===== src/rtl/if_stage_if.sv =====
// Instruction-memory fetch channel between the IF stage and instruction memory.
// Ports: imem_req/imem_addr from the fetch side; imem_rdata/imem_ready from memory.
// A fetch completes in any cycle where imem_req and imem_ready are both high.
interface if_stage_if;
  logic        imem_req;
  logic [31:0] imem_addr;
  logic [31:0] imem_rdata;
  logic        imem_ready;

  modport master (
    output imem_req,
    output imem_addr,
    input  imem_rdata,
    input  imem_ready
  );

  modport slave (
    input  imem_req,
    input  imem_addr,
    output imem_rdata,
    output imem_ready
  );
endinterface


===== src/rtl/if_stage.sv =====
// Purpose: RISC-V instruction fetch stage with PC, one-entry skid buffer and IF/ID register.
// Latency: with imem_ready high, the word at imem_addr=A appears on Instruction_id one edge later.
// Backpressure: stall holds IF/ID (a completed fetch is parked in the skid buffer); memory
//   wait states insert bubbles; redirect flushes IF/ID and refetches from the target.
// Ports: clk, reset (sync, active-high); stall, redirect, redirect_pc from hazard/EX;
//   imem (master modport) to instruction memory; PC_id, Instruction_id, valid_id to decode.
module if_stage #(
  parameter logic [31:0] RESET_PC  = 32'h0000_0000,
  parameter logic [31:0] NOP_INSTR = 32'h0000_0013
) (
  input  logic         clk,
  input  logic         reset,
  input  logic         stall,
  input  logic         redirect,
  input  logic [31:0]  redirect_pc,
  if_stage_if.master   imem,
  output logic [31:0]  PC_id,
  output logic [31:0]  Instruction_id,
  output logic         valid_id
);

  typedef enum logic [1:0] {
    S_RUN  = 2'd0,
    S_DROP = 2'd1,   // redirect seen while a fetch was outstanding; its data will be discarded
    S_HOLD = 2'd2    // fetched word parked in the skid buffer while ID is stalled
  } state_t;

  state_t      state_q, state_d;
  logic [31:0] pc_q, pc_d;
  logic [31:0] tgt_q, tgt_d;
  logic [31:0] skid_pc_q, skid_pc_d;
  logic [31:0] skid_instr_q, skid_instr_d;
  logic [31:0] pc_id_q, pc_id_d;
  logic [31:0] instr_id_q, instr_id_d;
  logic        valid_id_q, valid_id_d;

  logic [31:0] rd_tgt;
  logic [31:0] pc_inc;

  assign rd_tgt = redirect_pc & ~32'd3;
  assign pc_inc = pc_q + 32'd4;   // wraps modulo 2^32

  // In DROP the old address stays on the bus until memory completes it.
  assign imem.imem_req  = ~reset & (state_q != S_HOLD);
  assign imem.imem_addr = pc_q;

  assign PC_id          = pc_id_q;
  assign Instruction_id = instr_id_q;
  assign valid_id       = valid_id_q;

  always_comb begin
    state_d      = state_q;
    pc_d         = pc_q;
    tgt_d        = tgt_q;
    skid_pc_d    = skid_pc_q;
    skid_instr_d = skid_instr_q;
    pc_id_d      = pc_id_q;
    instr_id_d   = instr_id_q;
    valid_id_d   = valid_id_q;

    case (state_q)
      S_RUN: begin
        if (redirect) begin
          if (imem.imem_ready) begin
            pc_d = rd_tgt;
          end else begin
            tgt_d   = rd_tgt;
            state_d = S_DROP;
          end
        end else if (stall) begin
          if (imem.imem_ready) begin
            skid_pc_d    = pc_q;
            skid_instr_d = imem.imem_rdata;
            pc_d         = pc_inc;
            state_d      = S_HOLD;
          end
        end else if (imem.imem_ready) begin
          pc_id_d    = pc_q;
          instr_id_d = imem.imem_rdata;
          valid_id_d = 1'b1;
          pc_d       = pc_inc;
        end else begin
          instr_id_d = NOP_INSTR;
          valid_id_d = 1'b0;
        end
      end

      S_DROP: begin
        if (redirect) begin
          tgt_d = rd_tgt;
        end
        if (imem.imem_ready) begin
          // A redirect on the completing edge is the latest target and wins.
          pc_d    = redirect ? rd_tgt : tgt_q;
          state_d = S_RUN;
        end
        if (!stall) begin
          instr_id_d = NOP_INSTR;
          valid_id_d = 1'b0;
        end
      end

      S_HOLD: begin
        if (redirect) begin
          pc_d    = rd_tgt;
          state_d = S_RUN;
        end else if (!stall) begin
          pc_id_d    = skid_pc_q;
          instr_id_d = skid_instr_q;
          valid_id_d = 1'b1;
          state_d    = S_RUN;
        end
      end

      default: begin
        state_d = S_RUN;
      end
    endcase

    // Redirect flushes IF/ID from any state; PC_id is left as it was.
    if (redirect) begin
      instr_id_d = NOP_INSTR;
      valid_id_d = 1'b0;
    end
  end

  always_ff @(posedge clk) begin
    if (reset) begin
      state_q      <= S_RUN;
      pc_q         <= RESET_PC;
      tgt_q        <= 32'd0;
      skid_pc_q    <= 32'd0;
      skid_instr_q <= 32'd0;
      pc_id_q      <= 32'd0;
      instr_id_q   <= NOP_INSTR;
      valid_id_q   <= 1'b0;
    end else begin
      state_q      <= state_d;
      pc_q         <= pc_d;
      tgt_q        <= tgt_d;
      skid_pc_q    <= skid_pc_d;
      skid_instr_q <= skid_instr_d;
      pc_id_q      <= pc_id_d;
      instr_id_q   <= instr_id_d;
      valid_id_q   <= valid_id_d;
    end
  end

endmodule

===== src/flat_wrapper.sv =====
// flat-port wrapper written by rule: the top's interface ports become plain ports
module if_stage_flat 
#(
  parameter logic [31:0] RESET_PC  = 32'h0000_0000,
  parameter logic [31:0] NOP_INSTR = 32'h0000_0013
)
  (clk, reset, stall, redirect, redirect_pc, PC_id, Instruction_id, valid_id, imem_imem_req, imem_imem_addr, imem_imem_rdata, imem_imem_ready);
  if_stage_if imem_i ();
  input  logic clk;
  input  logic reset;
  input  logic stall;
  input  logic redirect;
  input  logic [31:0] redirect_pc;
  output logic [31:0] PC_id;
  output logic [31:0] Instruction_id;
  output logic valid_id;
  output wire logic [$bits(imem_i.imem_req)-1:0] imem_imem_req;
  output wire logic [$bits(imem_i.imem_addr)-1:0] imem_imem_addr;
  input wire logic [$bits(imem_i.imem_rdata)-1:0] imem_imem_rdata;
  input wire logic [$bits(imem_i.imem_ready)-1:0] imem_imem_ready;
  assign imem_imem_req = imem_i.imem_req;
  assign imem_imem_addr = imem_i.imem_addr;
  assign imem_i.imem_rdata = imem_imem_rdata;
  assign imem_i.imem_ready = imem_imem_ready;
  if_stage #(.RESET_PC(RESET_PC), .NOP_INSTR(NOP_INSTR)) u_core (.clk(clk), .reset(reset), .stall(stall), .redirect(redirect), .redirect_pc(redirect_pc), .imem(imem_i), .PC_id(PC_id), .Instruction_id(Instruction_id), .valid_id(valid_id));
endmodule

===== config.mk =====
export PLATFORM = sky130hd
export DESIGN_NAME = if_stage_flat
export DESIGN_NICKNAME = d
export VERILOG_FILES = /design/src/rtl/if_stage_if.sv /design/src/rtl/if_stage.sv /design/src/flat_wrapper.sv
export SDC_FILE = /design/constraint.sdc
export NUM_CORES = 1
export LEC_CHECK = 0
export ABC_AREA = 1
export CORE_MARGIN = 4
export CORE_UTILIZATION = 54
export CTS_CLUSTER_SIZE = 12
export DETAILED_ROUTE_END_ITERATION = 8
export PLACE_DENSITY = 0.81
export SYNTH_ARGS = -nofsm -noshare
export SYNTH_HDL_FRONTEND = slang
export SYNTH_SLANG_ARGS = --single-unit

===== constraint.sdc =====
create_clock -name clk -period 3.85 [get_ports clk]
set_input_delay 0.5775 -clock clk [delete_from_list [all_inputs] [get_ports clk]]
set_output_delay 0.5775 -clock clk [all_outputs]
set_load 0.02 [all_outputs]

==> flow_metrics.py <==
metrics = {
    "synth": {
        "syn_inst": 1374,
        "yosys_warnings": 0,
        "synth.distinct_cells": 33,
        "synth_seq_cells": 195,
        "synth.net_count": 1448,
        "yosysSeqAreaShare_pct": 41.2,
        "syn_area_um2": 9480,
        "syn_avg_cell_area_um2": 6.90,
    },
    "drt": {
        "first_pass_iters": 5,
        "detail_route.wirelength_um": 28200,
        "vias": 9966,
        "routedWlPerCell_um": 16.5,
        "drtAntennaViolNets": 0,
        "drt_first_iter_violations": 1162,
        "drc": 0,
        "viasPerCell": 5.83,
    },
    "timing": {
        "slew_headroom_pct": 34.6,
        "skew_ns": 0.0103,
        "tns_ns": 0,
        "rsz0062_at_grt": "false",
        "fin_crit_sh_pct": 71.9,
        "worst_pin_slew_ns": 0.979,
        "finalHoldViolCount": 0,
        "fmax_ghz": 0.361,
        "setup_violations": 0,
        "slew_viol_final": 0,
        "worst_hold_slack_ns": 0.462,
        "period_needed_ns": 2.77,
    },
    "clock_tree": {
        "h-tree-depth": 4,
        "numCtsBuffers": 17,
        "ctsResizeCount": 0,
        "cts_tree": "done",
        "root_buffer": "clkbuf_16",
        "clk_pin_slew_worst_paths_ns": 0.07,
        "clock-sinks": 195,
        "cts_setup_buffers": 0,
        "worstSkewPairLatency_ns": 0.44,
        "cts_hold_buf": 0,
        "clock_path_buffers": 2,
    },
    "worst_setup_path": {
        "cp_cell_sequence": "inv_1, ha_2, nor2_1, clkdlybuf4s50_1",
        "crit_type": "reg2out",
        "worstSetupEndpointType": "output port",
        "startpoint_type": "flop",
        "slowest_delay_ns": 0.66,
        "crit_path_max_fanout": 26,
        "critPathRequiredTime_ns": 3.27,
        "critPathArrivalTime_ns": 2.19,
        "critPathSlowestCell": "clkdlybuf4s50_1",
    },
    "die": {
        "ios": 167,
        "die-width_um": 141,
        "num_rows": 48,
        "start_util_pct": 55.0,
        "fp.dieArea_um2": 19700,
        "die_h_um": 141,
        "core_area_um2": 17200,
    },
    "placed_design": {
        "port_buffers": 164,
        "placed_area_um2": 11100,
        "gp_congestion": 0.951,
        "hpwlAfterDp_um": 18000,
    },
    "power_and_ir_drop": {
        "p_leak_nw": 4.30,
        "ir_drop_mv": 0.374,
        "p_seq_share_pct": 37.1,
        "power.density_nw_per_um2": 636,
        "power.share.combinational_pct": 38.2,
        "internal-power_mw": 4.34,
        "switching_share_pct": 41.5,
        "p_switching_mw": 3.08,
        "p_total_mw": 7.42,
        "pwr-share-clk_pct": 24.7,
    },
    "final_layout": {
        "stdcell_area_um2": 11700,
        "fin_nets": 1545,
        "layout_common_cells": "nand2_1, dfxtp_1, a21oi_1",
        "fillers": 1485,
        "area_growth_pct": 23.2,
        "layout_commonest_cell": "nand2_1",
        "drive_above_1_share_pct": 5.39,
        "diodes": 0,
    },
    "status": {
        "status": "finished clean",
    },
    "min_path": {
        "hold_path_class": "reg2reg",
    },
    "flow_run": {
        "maxCapViolCount": 0,
    },
    "global_routing": {
        "grt_pass1_wl_um": 46000,
        "grt_max_degree": 72,
        "grt_pass1_vias": 9060,
        "antenna_found_initial": 0,
        "grt_util_all_layers_pct": 28.1,
        "overflow": 0,
    },
}
==> critical path, delay by kind of cell, from the launching register on <==
family                   cells  cell delay, ns
buffers and inverters        2            0.74
flip-flops                   1            0.37
adder cells (fa/ha/maj)      1            0.35
AND/OR/NAND/NOR              1            0.28
==> logic make-up (layout without fill, tap and decap cells) <==
kind of cell	Yosys count	in the layout	synth area share, %
compound gates	458	458	26.1
xor+xnor	5	5	0.462
fa+ha+maj	5	5	0.660
buf+inv	165	275	7.65
flops	195	195	41.2
simple gates	546	546	24.0
==> cells in the mapped netlist, drive strengths merged <==
cell type / count / share of area (%)
a211oi: 1 / 0.079
a21oi: 192 / 10
a221oi: 23 / 2.1
a22oi: 4 / 0.32
a311oi: 11 / 1.0
a31oi: 24 / 1.6
and2: 1 / 0.066
buf: 51 / 3.1
clkbuf: 53 / 2.1
clkinv: 1 / 0.040
dfxtp: 195 / 41
ha: 5 / 0.66
inv: 60 / 2.4
nand2: 324 / 13
nand3: 88 / 4.6
nand4: 2 / 0.29
nor2: 130 / 5.7
nor3: 1 / 0.11
o21ai: 200 / 11
o22ai: 2 / 0.20
o31ai: 1 / 0.079
xor2: 5 / 0.46
==> state kept, by name, indices dropped and copies added (netlist names) <==
name	count
u_core.skid_pc_q	32
u_core.Instruction_id	32
u_core.PC_id	32
u_core.imem.imem_addr	32
u_core.state_q	2
u_core.tgt_q	32
u_core.skid_instr_q	32
u_core.valid_id	1
==> routing by layer <==
layer / part of all wire (%) / vias up / GRT usage, %
met5: 0 / - / 0
met4: 2.2 / 0 / 8.72
met3: 8.6 / 48 / 5.39
met2: 46 / 452 / 43.5
met1: 43 / 4611 / 39.9
li1: - / 4855 / -
==> cell type report <==
class                           instances  area, um2  area share [%]
Clock buffer                           18        429            3.68
Clock inverter                         14        170            1.46
Inverter                               61        229            1.96
Multi-Input combinational cell       1014       4860            41.6
Sequential cell                       195       3900            33.4
Tap cell                              225        282            2.41
Timing Repair Buffer                  182       1800            15.4
==> final timing paths <==
path | start | endpoint | slack (ns) | cells after the start
max | u_core.state_q[0] | imem_imem_req | 1.08 | 4
min | u_core.PC_id[16] | u_core.PC_id[16] | 0.46 | 2
max reg2reg | u_core.state_q[1] | u_core.imem.imem_addr[1] | 1.36 | 9
min reg2reg | u_core.PC_id[16] | u_core.PC_id[16] | 0.46 | 2
==> power by group through the flow <==
stage | registers (mW) | clock network, mW | logic (mW)
3_3_place_gp | 2.77 | 0 | 2.74
6_report | 2.75 | 1.83 | 2.84
4_1_cts | 2.73 | 1.85 | 2.80
5_1_grt | 2.79 | 1.94 | 3.11
2_1_floorplan | 2.92 | 0 | 1.62
3_5_place_dp | 2.77 | 0 | 2.78
==> through the flow <==
step                std cells  util [%]  setup WS, ns
floorplan                1374         -          1.99
global placement         1677      64.3         0.997
detailed placement       1677      64.3         0.969
CTS                      1709      67.7          1.07
global route             1709      67.7         0.970
finish                   1709      67.7          1.08
Power figures use the tool's default switching activity.
